[config.mk]
export PLATFORM = sky130hd
export DESIGN_NAME = pl_mem_wb
export DESIGN_NICKNAME = d
export VERILOG_FILES = /design/src/rtl/pl_mem_wb.sv
export SDC_FILE = /design/constraint.sdc
export NUM_CORES = 1
export LEC_CHECK = 0
export ABC_CLOCK_PERIOD_IN_PS = 1300
export CELL_PAD_IN_SITES_DETAIL_PLACEMENT = 1
export CELL_PAD_IN_SITES_GLOBAL_PLACEMENT = 2
export CORE_MARGIN = 2
export CORE_UTILIZATION = 22
export CTS_BUF_LIST = sky130_fd_sc_hd__clkbuf_8
export CTS_CLUSTER_DIAMETER = 120
export CTS_CLUSTER_SIZE = 10
export DETAILED_ROUTE_END_ITERATION = 10
export PLACE_DENSITY = 0.8
export SKIP_LAST_GASP = 1
export SLEW_MARGIN = 20
export SYNTH_ARGS = -nofsm -noshare
export SYNTH_HDL_FRONTEND = slang
export SYNTH_SLANG_ARGS = --single-unit
[constraint.sdc]
create_clock -name clk -period 1.3 [get_ports clk]
set_input_delay 0.26 -clock clk [delete_from_list [all_inputs] [get_ports clk]]
set_output_delay 0.26 -clock clk [all_outputs]
set_load 0.01 [all_outputs]
[src/rtl/pl_mem_wb.sv]
// Memory-access / write-back stage: issues data-memory requests over a req/ready
// handshake, stalls upstream while waiting, drives the RF write port and holds condition flags.
module pl_mem_wb #(
   parameter int NUM_DOMAINS = 1,
   parameter int ADDR_WID    = 16,
   parameter int MEM_TIMEOUT = 255,
   localparam int DW         = NUM_DOMAINS * 8
) (
   input  logic                clk,
   input  logic                reset,
   input  logic [0:6]          ex_ctrl,
   input  logic [2:0]          ex_dest_addr,
   input  logic [DW-1:0]       ex_result,
   input  logic [ADDR_WID-1:0] ex_wr_addr,
   input  logic [ADDR_WID-1:0] ex_rd_addr,
   input  logic [0:4]          ex_branch_conds,
   output logic                stall,
   output logic                mem_req,
   output logic                mem_we,
   output logic [ADDR_WID-1:0] mem_addr,
   output logic [DW-1:0]       mem_wdata,
   input  logic [DW-1:0]       mem_rdata,
   input  logic                mem_ready,
   output logic                rf_wr_en,
   output logic [2:0]          rf_wr_addr,
   output logic [DW-1:0]       rf_wr_data,
   output logic                flag_gt,
   output logic                flag_lt,
   output logic                flag_eq,
   output logic                flag_carry,
   output logic                mem_err
);

   // Counter only needs to reach MEM_TIMEOUT-1; the terminal WAIT cycle aborts.
   localparam int CNT_W = (MEM_TIMEOUT < 2) ? 1 : $clog2(MEM_TIMEOUT);
   localparam logic [CNT_W-1:0] CNT_LAST = CNT_W'(MEM_TIMEOUT - 1);

   localparam logic [0:0] S_IDLE = 1'b0;
   localparam logic [0:0] S_WAIT = 1'b1;

   logic [0:0]          r_state;
   logic [CNT_W-1:0]    r_cnt;
   logic                r_mem_req;
   logic                r_mem_we;
   logic [ADDR_WID-1:0] r_mem_addr;
   logic [DW-1:0]       r_mem_wdata;
   logic                r_load_wr;
   logic [2:0]          r_dest;
   logic                r_rf_wr_en;
   logic [2:0]          r_rf_wr_addr;
   logic [DW-1:0]       r_rf_wr_data;
   logic                r_flag_gt;
   logic                r_flag_lt;
   logic                r_flag_eq;
   logic                r_flag_carry;
   logic                r_mem_err;

   logic w_valid;
   logic w_store;
   logic w_load;
   logic w_unused;

   assign w_valid  = ~ex_ctrl[3];
   assign w_store  = w_valid & ex_ctrl[0];
   assign w_load   = w_valid & ex_ctrl[4] & ~ex_ctrl[0];
   assign w_unused = ^ex_ctrl[5:6];

   always_ff @(posedge clk) begin
      if (reset) begin
         r_state      <= S_IDLE;
         r_cnt        <= '0;
         r_mem_req    <= 1'b0;
         r_mem_we     <= 1'b0;
         r_mem_addr   <= '0;
         r_mem_wdata  <= '0;
         r_load_wr    <= 1'b0;
         r_dest       <= '0;
         r_rf_wr_en   <= 1'b0;
         r_rf_wr_addr <= '0;
         r_rf_wr_data <= '0;
         r_flag_gt    <= 1'b0;
         r_flag_lt    <= 1'b0;
         r_flag_eq    <= 1'b0;
         r_flag_carry <= 1'b0;
         r_mem_err    <= 1'b0;
      end else begin
         r_rf_wr_en <= 1'b0;
         case (r_state)
            S_IDLE: begin
               if (w_valid) begin
                  if (ex_branch_conds[4]) begin
                     r_flag_gt <= ex_branch_conds[0];
                     r_flag_lt <= ex_branch_conds[1];
                     r_flag_eq <= ex_branch_conds[2];
                  end
                  if (ex_ctrl[2])
                     r_flag_carry <= ex_branch_conds[3];
                  // Store takes priority when both memory bits are set.
                  if (w_store || w_load) begin
                     r_state    <= S_WAIT;
                     r_cnt      <= '0;
                     r_mem_req  <= 1'b1;
                     r_mem_we   <= w_store;
                     r_mem_addr <= w_store ? ex_wr_addr : ex_rd_addr;
                     if (w_store)
                        r_mem_wdata <= ex_result;
                     r_load_wr  <= w_load & ex_ctrl[1];
                     r_dest     <= ex_dest_addr;
                  end else if (ex_ctrl[1]) begin
                     r_rf_wr_en   <= 1'b1;
                     r_rf_wr_addr <= ex_dest_addr;
                     r_rf_wr_data <= ex_result;
                  end
               end
            end
            default: begin
               if (mem_ready) begin
                  r_state   <= S_IDLE;
                  r_mem_req <= 1'b0;
                  r_mem_we  <= 1'b0;
                  if (r_load_wr) begin
                     r_rf_wr_en   <= 1'b1;
                     r_rf_wr_addr <= r_dest;
                     r_rf_wr_data <= mem_rdata;
                  end
               end else if (r_cnt == CNT_LAST) begin
                  r_state   <= S_IDLE;
                  r_mem_req <= 1'b0;
                  r_mem_we  <= 1'b0;
                  r_mem_err <= 1'b1;
               end else begin
                  r_cnt <= r_cnt + CNT_W'(1);
               end
            end
         endcase
      end
   end

   assign stall      = (r_state == S_WAIT);
   assign mem_req    = r_mem_req;
   assign mem_we     = r_mem_we;
   assign mem_addr   = r_mem_addr;
   assign mem_wdata  = r_mem_wdata;
   assign rf_wr_en   = r_rf_wr_en;
   assign rf_wr_addr = r_rf_wr_addr;
   assign rf_wr_data = r_rf_wr_data;
   assign flag_gt    = r_flag_gt;
   assign flag_lt    = r_flag_lt;
   assign flag_eq    = r_flag_eq;
   assign flag_carry = r_flag_carry;
   assign mem_err    = r_mem_err;

endmodule

==> results.json <==
{
  "syn_inst": 265,
  "cts_tree": "done",
  "grt_usage": 0.129,
  "clk_pin_slew_worst_paths_ns": 0.11,
  "status": "finished with violations",
  "core_region_area_mm2": 0.0108,
  "place_area_mm2": 0.00388,
  "gp_congestion": 0.721,
  "timing.final.crit_share": 1.08,
  "hold_depth": 2,
  "die-area_mm2": 0.0120,
  "io_pins": 110,
  "dr.pass1.iters": 4,
  "cp.arrival_ns": 1.61,
  "r2r_cells": 7,
  "die_height_um": 109,
  "cp_cell_sequence": "inv_2 > ha_4 > nand3_4 > o21ai_4 > buf_6 > nor3_2 > a41o_1",
  "yosysTopAreaCellShare": 0.459,
  "finalInstanceArea_mm2": 0.00425,
  "hold_class": "input pin to flop",
  "drcViolationCount": 0,
  "worst_path_largest_cell_delay_ns": 0.35,
  "yosys_warnings": 0,
  "grt_max_degree": 38,
  "nets": 478,
  "worstSkewPairLatency_ns": 0.31,
  "syn_area_per_cell_um2": 9.23,
  "skew_ns": 0.0111,
  "first_global_vias": 2506,
  "tightest_slew_ns": 0.255,
  "crit_slowest_cell": "dfxtp_2",
  "drive_gt1_frac": 0.246,
  "synthToLayoutAreaGrowth_pct": 73.8,
  "clock.fmax_mhz": 711,
  "place_hpwl_mm": 5.70,
  "detail-route-antenna-nets": 0,
  "intPower_uw": 2730,
  "power_frac_seq": 0.494,
  "synth-edff-count": 0,
  "drt_iter0_drc": 51,
  "ys_seq_area_frac": 0.459,
  "port_buffers": 107,
  "drv_slew": 0,
  "synthTopCellsByCount": "dfxtp_1 (56), nor2_1 (44), nand2_1 (32), a21oi_1 (22), mux2i_1 (16)",
  "synthesis.area_mm2": 0.00244,
  "nFillCells": 1257,
  "vias": 2460,
  "violations": "negative setup slack",
  "synth_most_common_cell": "dfxtp_1",
  "critPathKind": "flop to flop",
  "endpoint_kind": "flop",
  "cts_root_buffer": "clkbuf_8",
  "multi_input_area_mm2": 0.00132,
  "cap_violations": 0,
  "antenna_found_initial": 2,
  "leakage_uw": 0.00183,
  "overflow": 0,
  "synth.area.top_cells": "dfxtp_1 (46%), nor2_1 (6.8%), mux2i_1 (6.6%)",
  "powerDensity_mw_per_mm2": 881,
  "start_util": 0.226,
  "wl_per_cell_um": 14.5,
  "p_comb_frac": 0.223,
  "worst_slack_ns": -0.106,
  "tns_ns": -1.34,
  "cp_data_required_time_ns": 1.51,
  "clock-sinks": 56,
  "ys_ff_latch": 56,
  "netSwitchingFraction": 0.272,
  "async_flop_share": 0,
  "synthFlopType": "dfxtp_1",
  "cts_max_level": 2,
  "grt_pass1_wl_mm": 12.3,
  "finish.utilization": 0.392,
  "synth.distinct_cells": 37,
  "final-seq-area_mm2": 0.00113,
  "wl_mm": 8.02,
  "p_sw_uw": 1020,
  "yosys.area.top_type": "dfxtp_1",
  "p_clk_frac": 0.283,
  "clk_path_buf_depth": 2,
  "relSlewSlack": 0.830,
  "std_cell_rows": 38,
  "cts_made_buffers": 5,
  "hold_violations": 0,
  "die_x_um": 109,
  "critPathLaunchType": "flop",
  "synth_fp_nets": 333,
  "vdd_drop_max_uv": 443,
  "grt_setup_unrepaired": "yes",
  "crit_path_max_fanout": 4,
  "finalSetupViolations": 17,
  "avgViaCountPerCell": 4.45,
  "fin_crit_ns": 1.41
}
[sequential cells by signal, indices dropped and copies added, names as in the netlist]
signal / cells
rf_wr_data: 8
r_load_wr: 1
r_cnt: 8
mem_addr: 16
flag_carry: 1
r_dest: 3
flag_gt: 1
rf_wr_en: 1
flag_lt: 1
mem_wdata: 8
mem_err: 1
stall: 1
rf_wr_addr: 3
flag_eq: 1
mem_we: 1
mem_req: 1
[critical path: cells and delay by family, from the launching register on]
kind	cells	cell delay (ns)
AOI/OAI and AO/OA	2	0.44
DFF	1	0.35
buffers and inverters	2	0.21
adders and majority gates	1	0.15
and+or+nand+nor	2	0.14
[logic make-up (layout without fill, tap and decap cells)]
family / Yosys count / in the layout / share of synthesized area
AOI/OAI and AO/OA: 63 / 64 / 0.204
muxes: 16 / 16 / 0.0655
buffers and inverters: 22 / 167 / 0.0604
other: 0 / 2 / 0
and+or+nand+nor: 104 / 104 / 0.194
DFF: 56 / 56 / 0.459
adders and majority gates: 2 / 2 / 0.0102
xor gates and xnor gates: 2 / 2 / 0.00717
[layer usage]
| layer | vias up | wire length, um | part of all wire | global-route usage |
|---|---|---|---|---|
| li1 | 1226 | - | - | - |
| met1 | 1171 | 3330 | 0.42 | 0.151 |
| met2 | 61 | 4120 | 0.51 | 0.232 |
| met3 | 2 | 540 | 0.067 | 0.0409 |
| met4 | 0 | 26 | 0.0032 | 0.0217 |
| met5 | - | 0 | 0 | 0 |
[stage by stage]
step	setup slack (ns)	hold slack (ns)	cells	power [uW]
floorplan	-0.0103	0.396	265	2230
global placement	-0.473	0.442	528	2700
detailed placement	-0.529	0.447	528	2720
CTS	-0.0811	0.172	542	3760
global route	-0.184	0.171	553	3960
finish	-0.106	0.177	553	3740
[repair_timing]
action	4_1_cts	5_1_grt
hold buffers	0	0
resized for setup	69	23
setup buffers	5	7
gates cloned	1	2
setup endpoints to repair	92	47
pin swaps	13	7
[path summary, 6_finish.rpt]
check / start / end / slack, ns
setup / recovery: r_cnt[0]$_SDFFE_PP0P_ / r_cnt[1]$_SDFFE_PP0P_ / -0.11
hold / removal: reset / r_cnt[0]$_SDFFE_PP0P_ / 0.18
setup reg to reg: r_cnt[0]$_SDFFE_PP0P_ / r_cnt[1]$_SDFFE_PP0P_ / -0.11
hold reg to reg: mem_wdata[3]$_SDFFE_PP0P_ / mem_wdata[3]$_SDFFE_PP0P_ / 0.46
[cell type report]
class | count | area share
inverter | 5 | 0.00442
tap | 140 | 0.0412
antenna | 2 | 0.00118
multi-input combinational | 188 | 0.311
clock inverter | 2 | 0.00442
timing repair buffer | 154 | 0.353
sequential | 56 | 0.266
clock buffer | 6 | 0.0194
[layout by cell type, fill, tap and decap left out, types with 9 or more instances in the layout]
cell type | synthesis | layout
a21oi_1 | 22 | 21
nand2_1 | 32 | 30
mux2i_1 | 16 | 16
nor2_1 | 44 | 44
clkdlybuf4s50_1 | 0 | 59
a211oi_2 | 11 | 13
buf_4 | 4 | 30
dfxtp_1 | 56 | 51
o221a_1 | 10 | 10
dlygate4sd2_1 | 0 | 46
buf_6 | 4 | 9
[power groups by stage]
stage / registers, uW / clock network, uW / logic (uW)
4_1_cts: 1850 / 1110 / 799
2_1_floorplan: 1920 / 0 / 302
3_3_place_gp: 1890 / 0 / 812
6_report: 1850 / 1060 / 835
3_5_place_dp: 1890 / 0 / 825
5_1_grt: 1860 / 1180 / 910
Power figures use the tool's default switching activity.
